===== config.mk =====
export PLATFORM = sky130hd
export DESIGN_NAME = icap_multiboot_seq_flat
export DESIGN_NICKNAME = d
export VERILOG_FILES = /design/src/rtl/icap_multiboot_seq_if.sv /design/src/rtl/icap_multiboot_seq.sv /design/src/flat_wrapper.sv
export SDC_FILE = /design/constraint.sdc
export NUM_CORES = 1
export LEC_CHECK = 0
export CAP_MARGIN = 20
export CORE_MARGIN = 2
export CORE_UTILIZATION = 35
export CTS_CLUSTER_DIAMETER = 200
export DETAILED_ROUTE_END_ITERATION = 16
export PLACE_DENSITY_LB_ADDON = 0.3
export SLEW_MARGIN = 5
export SYNTH_ARGS = -nofsm -noshare
export SYNTH_HDL_FRONTEND = slang
export SYNTH_SLANG_ARGS = --single-unit

===== constraint.sdc =====
create_clock -name clk -period 2.71 [get_ports clk]
set_clock_uncertainty 0.05 [all_clocks]
set_input_delay 0.542 -clock clk [delete_from_list [all_inputs] [get_ports clk]]
set_output_delay 0.542 -clock clk [all_outputs]
set_load 0.05 [all_outputs]

===== src/rtl/icap_multiboot_seq_if.sv =====
// ----------------------------------------------------------------------------
// icap_multiboot_seq_if
// Bundles the reboot-request handshake, the startup readback status and the
// ICAP_SPARTAN6 pin group of icap_multiboot_seq.
//   slave  : the sequencer (consumes requests and ICAP O/BUSY, drives the rest)
//   master : the requester and the ICAP primitive side
// Signals:
//   boot_req/boot_slot/boot_user : reboot request, slot number, GENERAL_5 word
//   boot_ack/boot_err            : acceptance pulse, rejected-slot pulse
//   ready                        : sequencer idle
//   user_word/user_valid         : GENERAL_5 read at startup and its valid flag
//   rd_timeout                   : readback BUSY wait expired (sticky)
//   icap_i/icap_ce_n/icap_wr_n   : ICAP I, CE and WRITE (bit-reversed per byte)
//   icap_o/icap_busy             : ICAP O (bit-reversed per byte) and BUSY
// ----------------------------------------------------------------------------
interface icap_multiboot_seq_if #(
    parameter int SLOT_W = 5
);
    logic              boot_req;
    logic [SLOT_W-1:0] boot_slot;
    logic [15:0]       boot_user;
    logic              boot_ack;
    logic              boot_err;
    logic              ready;
    logic [15:0]       user_word;
    logic              user_valid;
    logic              rd_timeout;
    logic [15:0]       icap_i;
    logic              icap_ce_n;
    logic              icap_wr_n;
    logic [15:0]       icap_o;
    logic              icap_busy;

    modport slave (
        input  boot_req, boot_slot, boot_user, icap_o, icap_busy,
        output boot_ack, boot_err, ready, user_word, user_valid, rd_timeout,
               icap_i, icap_ce_n, icap_wr_n
    );

    modport master (
        output boot_req, boot_slot, boot_user, icap_o, icap_busy,
        input  boot_ack, boot_err, ready, user_word, user_valid, rd_timeout,
               icap_i, icap_ce_n, icap_wr_n
    );
endinterface


===== src/rtl/icap_multiboot_seq.sv =====
// ----------------------------------------------------------------------------
// icap_multiboot_seq
// ICAP MultiBoot sequencer for Spartan-6. After reset it waits STARTUP_DELAY
// cycles, reads back GENERAL_5 through the ICAP, then accepts reboot requests
// and issues a full IPROG sequence with the slot's SPI flash address and a
// golden fallback address.
// Ports:
//   clk   : block clock, also the ICAP CLK
//   reset : asynchronous, active-high
//   bus   : icap_multiboot_seq_if.slave (request handshake, status, ICAP pins)
// All ICAP pins are registered and lag the sequencer state by one clock.
// ----------------------------------------------------------------------------
module icap_multiboot_seq #(
    parameter int          SLOT_W        = 5,
    parameter int          NUM_SLOTS     = 32,
    parameter logic [23:0] BASE_ADDR     = 24'h000000,
    parameter logic [23:0] SLOT_STRIDE   = 24'h054000,
    parameter logic [23:0] GOLDEN_ADDR   = 24'h000000,
    parameter logic [7:0]  SPI_OPCODE    = 8'h03,
    parameter int          STARTUP_DELAY = 15,
    parameter int          NUM_NOOP      = 4,
    parameter int          BUSY_TIMEOUT  = 255
) (
    input logic                 clk,
    input logic                 reset,
    icap_multiboot_seq_if.slave bus
);
    typedef enum logic [2:0] {
        ST_STARTUP = 3'd0,
        ST_READ    = 3'd1,
        ST_LATCH   = 3'd2,
        ST_RDTAIL  = 3'd3,
        ST_IDLE    = 3'd4,
        ST_WRITE   = 3'd5
    } state_t;

    localparam logic [15:0] STARTUP_LAST = 16'(STARTUP_DELAY - 1);
    localparam logic [15:0] BUSY_LAST    = 16'(BUSY_TIMEOUT - 1);
    localparam logic [7:0]  READ_LAST    = 8'd12;
    localparam logic [7:0]  RDTAIL_LAST  = 8'd4;
    localparam logic [7:0]  WRITE_LAST   = 8'(16 + NUM_NOOP - 1);
    localparam logic [31:0] NUM_SLOTS_U  = 32'(NUM_SLOTS);

    // ICAP_SPARTAN6 expects each byte bit-swapped on both I and O.
    function automatic logic [15:0] byte_rev(input logic [15:0] w);
        logic [15:0] r;
        for (int b = 0; b < 8; b++) begin
            r[b]     = w[7-b];
            r[8 + b] = w[15-b];
        end
        return r;
    endfunction

    // Readback command words; indices 10..12 are the CE/WRITE guard steps.
    function automatic logic [15:0] rd_word(input logic [7:0] idx);
        case (idx)
            8'd0:    return 16'hFFFF;
            8'd1:    return 16'hAA99;
            8'd2:    return 16'h5566;
            8'd5:    return 16'h2AE1;   // type-1 read of GENERAL_5, one word
            8'd3, 8'd4, 8'd6, 8'd7, 8'd8, 8'd9: return 16'h2000;
            default: return 16'hFFFF;
        endcase
    endfunction

    // Post-latch words: GUARD3, then DESYNC and two NOOPs.
    function automatic logic [15:0] tail_word(input logic [7:0] idx);
        case (idx)
            8'd0:    return 16'hFFFF;
            8'd1:    return 16'h30A1;
            8'd2:    return 16'h000D;
            default: return 16'h2000;
        endcase
    endfunction

    state_t            state_q, state_d;
    logic [15:0]       cnt_q, cnt_d;
    logic [7:0]        idx_q, idx_d;
    logic [SLOT_W-1:0] slot_q, slot_d;
    logic [15:0]       user_q, user_d;
    logic [15:0]       user_word_q, user_word_d;
    logic              user_valid_q, user_valid_d;
    logic              rd_timeout_q, rd_timeout_d;
    logic              ack_q, ack_d;
    logic              err_q, err_d;
    logic              ready_q;
    logic [15:0]       icap_i_q;
    logic              ce_n_q, wr_n_q;
    logic [15:0]       word_s;
    logic              ce_n_s, wr_n_s;
    logic [23:0]       addr_s;

    // Flash address of the captured slot, wrapped to 24 bits.
    assign addr_s = BASE_ADDR + 24'(slot_q) * SLOT_STRIDE;

    // Next-state, ICAP word/strobe selection and request handling
    always_comb begin
        state_d      = state_q;
        cnt_d        = cnt_q;
        idx_d        = idx_q;
        slot_d       = slot_q;
        user_d       = user_q;
        user_word_d  = user_word_q;
        user_valid_d = user_valid_q;
        rd_timeout_d = rd_timeout_q;
        ack_d        = 1'b0;
        err_d        = 1'b0;
        word_s       = 16'hFFFF;
        ce_n_s       = 1'b1;
        wr_n_s       = 1'b1;
        case (state_q)
            ST_STARTUP: begin
                if (cnt_q == STARTUP_LAST) begin
                    state_d = ST_READ;
                    cnt_d   = 16'd0;
                    idx_d   = 8'd0;
                end else begin
                    cnt_d = cnt_q + 16'd1;
                end
            end
            ST_READ: begin
                word_s = rd_word(idx_q);
                ce_n_s = (idx_q == 8'd10) || (idx_q == 8'd11);
                wr_n_s = (idx_q == 8'd11) || (idx_q == 8'd12);
                if (idx_q == READ_LAST) begin
                    state_d = ST_LATCH;
                    cnt_d   = 16'd0;
                    idx_d   = 8'd0;
                end else begin
                    idx_d = idx_q + 8'd1;
                end
            end
            ST_LATCH: begin
                if (bus.icap_busy) begin
                    ce_n_s = 1'b0;
                    if (cnt_q == BUSY_LAST) begin
                        // Give up: leave user_word/user_valid untouched.
                        rd_timeout_d = 1'b1;
                        state_d      = ST_RDTAIL;
                        idx_d        = 8'd0;
                    end else begin
                        cnt_d = cnt_q + 16'd1;
                    end
                end else begin
                    user_word_d  = byte_rev(bus.icap_o);
                    user_valid_d = 1'b1;
                    state_d      = ST_RDTAIL;
                    idx_d        = 8'd0;
                end
            end
            ST_RDTAIL: begin
                word_s = tail_word(idx_q);
                ce_n_s = (idx_q == 8'd0);
                wr_n_s = 1'b0;
                if (idx_q == RDTAIL_LAST) begin
                    state_d = ST_IDLE;
                end else begin
                    idx_d = idx_q + 8'd1;
                end
            end
            ST_IDLE: begin
                if (bus.boot_req) begin
                    ack_d = 1'b1;
                    if (32'(bus.boot_slot) >= NUM_SLOTS_U) begin
                        err_d = 1'b1;
                    end else begin
                        slot_d  = bus.boot_slot;
                        user_d  = bus.boot_user;
                        state_d = ST_WRITE;
                        idx_d   = 8'd0;
                    end
                end else begin
                    state_d = ST_IDLE;
                end
            end
            ST_WRITE: begin
                ce_n_s = 1'b0;
                wr_n_s = 1'b0;
                case (idx_q)
                    8'd0, 8'd1: word_s = 16'hFFFF;
                    8'd2:       word_s = 16'hAA99;
                    8'd3:       word_s = 16'h5566;
                    8'd4:       word_s = 16'h3261;
                    8'd5:       word_s = addr_s[15:0];
                    8'd6:       word_s = 16'h3281;
                    8'd7:       word_s = {SPI_OPCODE, addr_s[23:16]};
                    8'd8:       word_s = 16'h32A1;
                    8'd9:       word_s = GOLDEN_ADDR[15:0];
                    8'd10:      word_s = 16'h32C1;
                    8'd11:      word_s = {SPI_OPCODE, GOLDEN_ADDR[23:16]};
                    8'd12:      word_s = 16'h32E1;
                    8'd13:      word_s = user_q;
                    8'd14:      word_s = 16'h30A1;
                    8'd15:      word_s = 16'h000E;   // IPROG
                    default:    word_s = 16'h2000;
                endcase
                if (idx_q == WRITE_LAST) begin
                    state_d = ST_IDLE;
                end else begin
                    idx_d = idx_q + 8'd1;
                end
            end
            default: begin
                state_d = ST_STARTUP;
                cnt_d   = 16'd0;
                idx_d   = 8'd0;
            end
        endcase
    end

    // State, captured request and registered ICAP/status outputs
    always_ff @(posedge clk or posedge reset) begin
        if (reset) begin
            state_q      <= ST_STARTUP;
            cnt_q        <= 16'd0;
            idx_q        <= 8'd0;
            slot_q       <= '0;
            user_q       <= 16'h0000;
            user_word_q  <= 16'h0000;
            user_valid_q <= 1'b0;
            rd_timeout_q <= 1'b0;
            ack_q        <= 1'b0;
            err_q        <= 1'b0;
            ready_q      <= 1'b0;
            icap_i_q     <= 16'hFFFF;
            ce_n_q       <= 1'b1;
            wr_n_q       <= 1'b1;
        end else begin
            state_q      <= state_d;
            cnt_q        <= cnt_d;
            idx_q        <= idx_d;
            slot_q       <= slot_d;
            user_q       <= user_d;
            user_word_q  <= user_word_d;
            user_valid_q <= user_valid_d;
            rd_timeout_q <= rd_timeout_d;
            ack_q        <= ack_d;
            err_q        <= err_d;
            // Following state_d makes ready fall on the same edge as boot_ack.
            ready_q      <= (state_d == ST_IDLE);
            icap_i_q     <= byte_rev(word_s);
            ce_n_q       <= ce_n_s;
            wr_n_q       <= wr_n_s;
        end
    end

    assign bus.boot_ack   = ack_q;
    assign bus.boot_err   = err_q;
    assign bus.ready      = ready_q;
    assign bus.user_word  = user_word_q;
    assign bus.user_valid = user_valid_q;
    assign bus.rd_timeout = rd_timeout_q;
    assign bus.icap_i     = icap_i_q;
    assign bus.icap_ce_n  = ce_n_q;
    assign bus.icap_wr_n  = wr_n_q;
endmodule


===== src/flat_wrapper.sv =====
// flat-port wrapper written by rule: the top's interface ports become plain ports
module icap_multiboot_seq_flat 
#(
    parameter int          SLOT_W        = 5,
    parameter int          NUM_SLOTS     = 32,
    parameter logic [23:0] BASE_ADDR     = 24'h000000,
    parameter logic [23:0] SLOT_STRIDE   = 24'h054000,
    parameter logic [23:0] GOLDEN_ADDR   = 24'h000000,
    parameter logic [7:0]  SPI_OPCODE    = 8'h03,
    parameter int          STARTUP_DELAY = 15,
    parameter int          NUM_NOOP      = 4,
    parameter int          BUSY_TIMEOUT  = 255
)
  (clk, reset, bus_boot_req, bus_boot_slot, bus_boot_user, bus_icap_o, bus_icap_busy, bus_boot_ack, bus_boot_err, bus_ready, bus_user_word, bus_user_valid, bus_rd_timeout, bus_icap_i, bus_icap_ce_n, bus_icap_wr_n);
  icap_multiboot_seq_if #(.SLOT_W(SLOT_W)) bus_i ();
  input logic clk;
  input logic reset;
  input wire logic [$bits(bus_i.boot_req)-1:0] bus_boot_req;
  input wire logic [$bits(bus_i.boot_slot)-1:0] bus_boot_slot;
  input wire logic [$bits(bus_i.boot_user)-1:0] bus_boot_user;
  input wire logic [$bits(bus_i.icap_o)-1:0] bus_icap_o;
  input wire logic [$bits(bus_i.icap_busy)-1:0] bus_icap_busy;
  output wire logic [$bits(bus_i.boot_ack)-1:0] bus_boot_ack;
  output wire logic [$bits(bus_i.boot_err)-1:0] bus_boot_err;
  output wire logic [$bits(bus_i.ready)-1:0] bus_ready;
  output wire logic [$bits(bus_i.user_word)-1:0] bus_user_word;
  output wire logic [$bits(bus_i.user_valid)-1:0] bus_user_valid;
  output wire logic [$bits(bus_i.rd_timeout)-1:0] bus_rd_timeout;
  output wire logic [$bits(bus_i.icap_i)-1:0] bus_icap_i;
  output wire logic [$bits(bus_i.icap_ce_n)-1:0] bus_icap_ce_n;
  output wire logic [$bits(bus_i.icap_wr_n)-1:0] bus_icap_wr_n;
  assign bus_i.boot_req = bus_boot_req;
  assign bus_i.boot_slot = bus_boot_slot;
  assign bus_i.boot_user = bus_boot_user;
  assign bus_i.icap_o = bus_icap_o;
  assign bus_i.icap_busy = bus_icap_busy;
  assign bus_boot_ack = bus_i.boot_ack;
  assign bus_boot_err = bus_i.boot_err;
  assign bus_ready = bus_i.ready;
  assign bus_user_word = bus_i.user_word;
  assign bus_user_valid = bus_i.user_valid;
  assign bus_rd_timeout = bus_i.rd_timeout;
  assign bus_icap_i = bus_i.icap_i;
  assign bus_icap_ce_n = bus_i.icap_ce_n;
  assign bus_icap_wr_n = bus_i.icap_wr_n;
  icap_multiboot_seq #(.SLOT_W(SLOT_W), .NUM_SLOTS(NUM_SLOTS), .BASE_ADDR(BASE_ADDR), .SLOT_STRIDE(SLOT_STRIDE), .GOLDEN_ADDR(GOLDEN_ADDR), .SPI_OPCODE(SPI_OPCODE), .STARTUP_DELAY(STARTUP_DELAY), .NUM_NOOP(NUM_NOOP), .BUSY_TIMEOUT(BUSY_TIMEOUT)) u_core (.clk(clk), .reset(reset), .bus(bus_i));
endmodule

After elaboration in Yosys (flattened, before gate mapping)
Memories as Yosys holds them, arrays and structs flattened. Index checks and enable logic that the tools add are counted.

Bits in registers: 86. Bits in read-only memories: 256. Output and inout port bits: 39. Word-level logic and storage cells: 94. Memories: 1.

$add $sub $neg: 2. $mul: 1. Eq/ne operators: 32. Mux-type cells: 30. Bitwise logic cells: 2. Reduce and logical (&&, ||, !) cells: 13.

Memory list: (name not given) (words 16, width 16, rd ports 1, clocked after Yosys merged registers in 0, write ports 0, line icap_multiboot_seq.sv:56) `case (idx)`.

Operators with widths (count): 16-bit case mux with 15 select lines (1); 16-bit case mux with 3 select lines (2); 16-bit two-way mux (5); 8-bit by 4-bit == test with 1-bit output, second input constant (8); 16-bit case mux with 4 select lines (1); 8-bit two-way mux (7); 8-bit case mux with 6 select lines (1); 8-bit by 3-bit == test with 1-bit output, second input constant (4); 3-bit two-way mux (6); 3-bit case mux with 6 select lines (1); 16-bit by 1-bit adder with 16-bit output, second input constant (1); 16-bit by 4-bit == test with 1-bit output, second input constant (1); 16-bit by 8-bit == test with 1-bit output, second input constant (1); 8-bit by 2-bit == test with 1-bit output, second input constant (2); 5-bit by 5-bit multiplier with 10-bit output, second input constant (1); 2-bit inequality test, second input constant (5); 3-bit == test, second input constant (3); 8-bit by 1-bit adder with 8-bit output, second input constant (1); 8-bit by 1-bit == test with 1-bit output, second input constant (1); 8-bit by 5-bit == test with 1-bit output, second input constant (1); 8-bit logical NOT (1); 3-bit by 2-bit == test with 1-bit output, second input constant (2); 5-bit AND reduction (1); 4-bit logical NOT (1); other kinds (14) (22).

Depth between registers and ports, before layout
Depth in word-level cells: 5. Gate-level depth with buffers: 9. Mapped depth without buffers: 9.

Worst setup path after synthesis
OpenSTA, ideal clock, no wires.

Kind: reg-to-reg. From: register u_core.slot_q[0]. To: register u_core.icap_i_q[0], in the netlist u_core.bus.icap_i[0]. Library setup time: 94 ps. Arrival: 2468 ps. Data required time: 2566 ps. Path slack: 98 ps. Cell stages (with the launch flop): 10. Path buffers: 0. Clock period less this slack: 2612 ps. Path through: dfrtp_1 > ha_1 > ha_1 > xor2_1 > ha_1 > a21o_1 > a21o_1 > a221oi_1 > nor4_1 > or4_1.

Longest elaborated chain between the ends: 3.

RTL lines: start: declaration (line icap_multiboot_seq.sv:79) `logic [SLOT_W-1:0] slot_q, slot_d;`; start signal: assignment (line icap_multiboot_seq.sv:232) `slot_q <= slot_d;`; 5-bit by 5-bit multiplier with 10-bit output (line icap_multiboot_seq.sv:94) `assign addr_s = BASE_ADDR + 24'(slot_q) * SLOT_STRIDE;`; 16-bit case mux with 15 select lines (line icap_multiboot_seq.sv:179) `case (idx_q)`; 16-bit case mux with 3 select lines (line icap_multiboot_seq.sv:111) `case (state_q)`; via u_core.word_s[7] (line icap_multiboot_seq.sv:89) `logic [15:0] word_s;`; end signal: assignment (line icap_multiboot_seq.sv:241) `icap_i_q <= byte_rev(word_s);`; end: declaration (line icap_multiboot_seq.sv:87) `logic [15:0] icap_i_q;`.

The timed path passes the listed nets, and every way through them passes these cells. A chain may end at the register's enable or synchronous reset.

Worst setup path after layout
From: register u_core.slot_q[3]. To: register u_core.icap_i_q[0], in the netlist u_core.bus.icap_i[0].

Same word-level chain as after synthesis.

==> run_results.csv <==
group,metric,value,unit
detailed_routing,ant_nets,0,
run_status,outcome,"completed",
detailed_routing,finalWirelength,12000,µm
detailed_routing,drc,0,
sta,timing.fmax,0.381,GHz
final_layout,fillers,1308,
setup_path,cp_top_family,"adder cells",
final_layout,diodes,0,
grt,grt_pass1_wl,19900,µm
logic_synthesis,avgSynthCellArea,10.0,µm²
detailed_routing,wl_per_cell,16.0,µm
logic_synthesis,synth-edff-count,0,
detailed_routing,drt_pass1_iterations,4,
logic_synthesis,syn_nets,546,
setup_path,crit_required,2.91,ns
grt,antenna_found_initial,0,
cts,cts_tree,"built",
min_path,hp-class,"flop to flop",
power_and_ir_drop,leakage,2.77,nW
setup_path,path_depth,8,
sta,hold_violations,0,
die,core_area,13700,µm²
detailed_routing,num_vias,3980,
placement,hpwl,8580,µm
cts,cts_num_sinks,86,
logic_synthesis,synth-main-ff-cell,"dfrtp_1",
sta,hold_ws,0.415,ns
sta,min_period_over_period,96.8,%
sta,timing_max_transition_violations_final,0,
power_and_ir_drop,power.density,441,nW/µm²
cts,insertion_delay,0.35,ns
sta,setup_tns,0,ns
final_layout,fin_nets,627,
sta,period_minus_slack,2.62,ns
placement,numPortBuffers,78,
die,die_area,14800,µm²
detailed_routing,first_iter_violations,194,
die,io_pins,80,
cts,clkTransAtPathRegs,0.06,ns
setup_path,worstSetupEndpointType,"flop",
sta,rsz0062_at_grt,"no",
grt,grt_start_max_net_pins,87,
logic_synthesis,async_reset_ff_share,100,%
cts,htreeDepth,3,
setup_path,worst_ep_arrival_time,2.83,ns
logic_synthesis,synthCells,484,
logic_synthesis,synth_top_area_share,35.1,%
sta,worstMarginPinSlew,0.898,ns
logic_synthesis,synth_area_leaders,"dfrtp_1 (35%), dfstp_2 (9.7%), mux2_2 (8.6%), ha_1 (5.4%), o21ai_0 (3.8%)",
power_and_ir_drop,fin_total_pwr,2.80,mW
cts,numCtsBuffers,9,
setup_path,critPathMostFrequentCell,"ha_1",
setup_path,max_stage_delay,0.48,ns
grt,grt_pass1_vias,4031,
die,initial_core_util,35.4,%
sta,slew_headroom,40.1,%
setup_path,critPathBufInv,0,
cts,clockBufferDepth,2,
setup_path,cp_max_fo,4,
logic_synthesis,synth_largest_area_cell,"dfrtp_1",
logic_synthesis,yosysSeqAreaShare,44.8,%
sta,setup_viol,0,
setup_path,crit_path_start_kind,"flop",
setup_path,worstSetupPathType,"flop to flop",
grt,overflow,0,
setup_path,worst_path_max_delay_cell,"or4_1",
placement,gp_congestion,0.882,
logic_synthesis,ys_ff_latch,86,
min_path,hold_path_depth,1,
final_layout,area_delta_synth_final,30.5,%
cts,cts_root_buf,"clkbuf_16",
flow_run,max-cap-violations,0,
grt,track_usage,17.0,%
placement,postPlaceCellArea,5910,µm²
logic_synthesis,synth_cell_types,68,
die,die_height,122,µm
detailed_routing,via_per_inst,5.31,
final_layout,stdcell_area,6340,µm²
logic_synthesis,syn_area,4850,µm²
cts,cts_hold_buf,0,
logic_synthesis,yosys_warnings,0,
setup_path,reg2regPathDepth,8,
final_layout,layout-drive-gt1-share,20.7,%
die,num_rows,43,
die,die_x,122,µm
power_and_ir_drop,ir_worst_vdd,0.000401,V
setup_path,crit_chain,"ha_1, ha_1, ha_1, ha_4, and3_1, a221oi_2, nor4_1, or4_1",
-- per-stage QoR --
stage	worst slack [ns]	util, %	instances
2_1_floorplan	0.0977	-	484
3_3_place_gp	0.0262	43.1	732
3_5_place_dp	-0.0814	43.1	732
4_1_cts	0.0170	45.6	750
5_1_grt	0.00552	46.2	750
6_report	0.0865	46.2	750
-- cell type report --
class                      count  area [µm²]  share of cell area [%]
clock inverter                 6        86.3                    1.36
clock buffer                  10         229                    3.61
timing repair buffer         102         973                    15.4
tap                          180         225                    3.55
inverter                      17        67.6                    1.07
multi-input combinational    349        2580                    40.7
sequential                    86        2180                    34.3
-- sequential cells by signal, indices dropped and copies added, names as in the netlist --
signal / flops
u_core.bus.rd_timeout: 1
u_core.slot_q: 5
u_core.bus.icap_ce_n: 1
u_core.bus.ready: 1
u_core.state_q: 3
u_core.bus.boot_ack: 1
u_core.bus.user_word: 16
u_core.idx_q: 8
u_core.bus.icap_i: 16
u_core.cnt_q: 16
u_core.bus.icap_wr_n: 1
u_core.user_q: 16
u_core.bus.user_valid: 1
-- cells in the mapped netlist (9+ instances only) --
| cell | count |
|---|---|
| nor2_1 | 20 |
| nand3_1 | 13 |
| ha_1 | 21 |
| nand4_1 | 10 |
| a21oi_1 | 29 |
| nand2_1 | 32 |
| mux2_2 | 37 |
| a22o_1 | 9 |
| dfstp_2 | 18 |
| dfrtp_1 | 68 |
| clkbuf_1 | 23 |
| inv_1 | 16 |
| o21ai_0 | 37 |
| nor3_1 | 12 |
| and3_1 | 9 |
-- cells in the final DEF, fill, tap and decap left out, types with 7 or more instances in the layout --
cell / netlist / layout
and3_1: 9 / 9
buf_4: 1 / 23
a22o_1: 9 / 9
a21oi_1: 29 / 29
o21ai_0: 37 / 37
ha_1: 21 / 14
clkbuf_16: 0 / 9
nand4_1: 10 / 10
nand3_1: 13 / 13
mux2_2: 37 / 37
xor2_1: 7 / 7
nor3_1: 12 / 12
dfrtp_1: 68 / 67
dfstp_2: 18 / 18
inv_1: 16 / 15
nor2_1: 20 / 20
nand2_1: 32 / 32
ha_4: 0 / 7
a21o_1: 8 / 8
clkdlybuf4s50_1: 0 / 78
nor4_1: 8 / 8
-- repair_timing --
| action | in CTS | in global routing |
|---|---|---|
| endpoints found under the hold margin | 0 | 0 |
| setup buffers | 2 | 0 |
| resized for setup | 2 | 8 |
| pin swaps | 2 | 1 |
| setup endpoints to repair | 1 | 1 |
-- routing by layer --
metal | global-route usage [%] | part of all wire [%] | up-vias
li1 | - | - | 1932
met1 | 21.3 | 44 | 1942
met2 | 28.7 | 50 | 90
met3 | 3.89 | 4.1 | 16
met4 | 6.11 | 1.8 | 0
met5 | 0 | 0 | -
-- power breakdown --
group / internal, mW / switching, mW / total (mW)
Combinational: 0.0848 / 0.0958 / 0.181
Clock: 0.805 / 0.507 / 1.31
Sequential: 1.30 / 0.00597 / 1.30
Total: 2.19 / 0.609 / 2.80
-- worst paths after layout --
| kind | from | end | slack (ns) |
|---|---|---|---|
| min reg2reg | u_core.bus.user_valid$_DFFE_PP0P_ | u_core.bus.user_valid$_DFFE_PP0P_ | 0.41 |
| max | u_core.slot_q[3]$_DFFE_PP0P_ | u_core.bus.icap_i[0]$_DFF_PP1_ | 0.09 |
| max reg2reg | u_core.slot_q[3]$_DFFE_PP0P_ | u_core.bus.icap_i[0]$_DFF_PP1_ | 0.09 |
| max in group asynchronous | reset | u_core.bus.icap_i[10]$_DFF_PP1_ | 1.61 |
| min | u_core.bus.user_valid$_DFFE_PP0P_ | u_core.bus.user_valid$_DFFE_PP0P_ | 0.41 |
| min in group asynchronous | reset | u_core.bus.boot_ack$_DFF_PP0_ | 0.62 |
-- cells by family (layout without fill, tap and decap cells) --
kind of cell,after synthesis,after routing,share of synthesized area (%)
simple gates,140,140,15.4
compound gates,133,133,18.5
flops,86,86,44.8
buf+inv,49,135,4.07
mux,43,43,9.82
fa+ha+maj,21,21,5.41
xor+xnor,11,11,1.98
other cells,1,1,0.0772
Note: power is estimated with default switching activity, not from simulation.
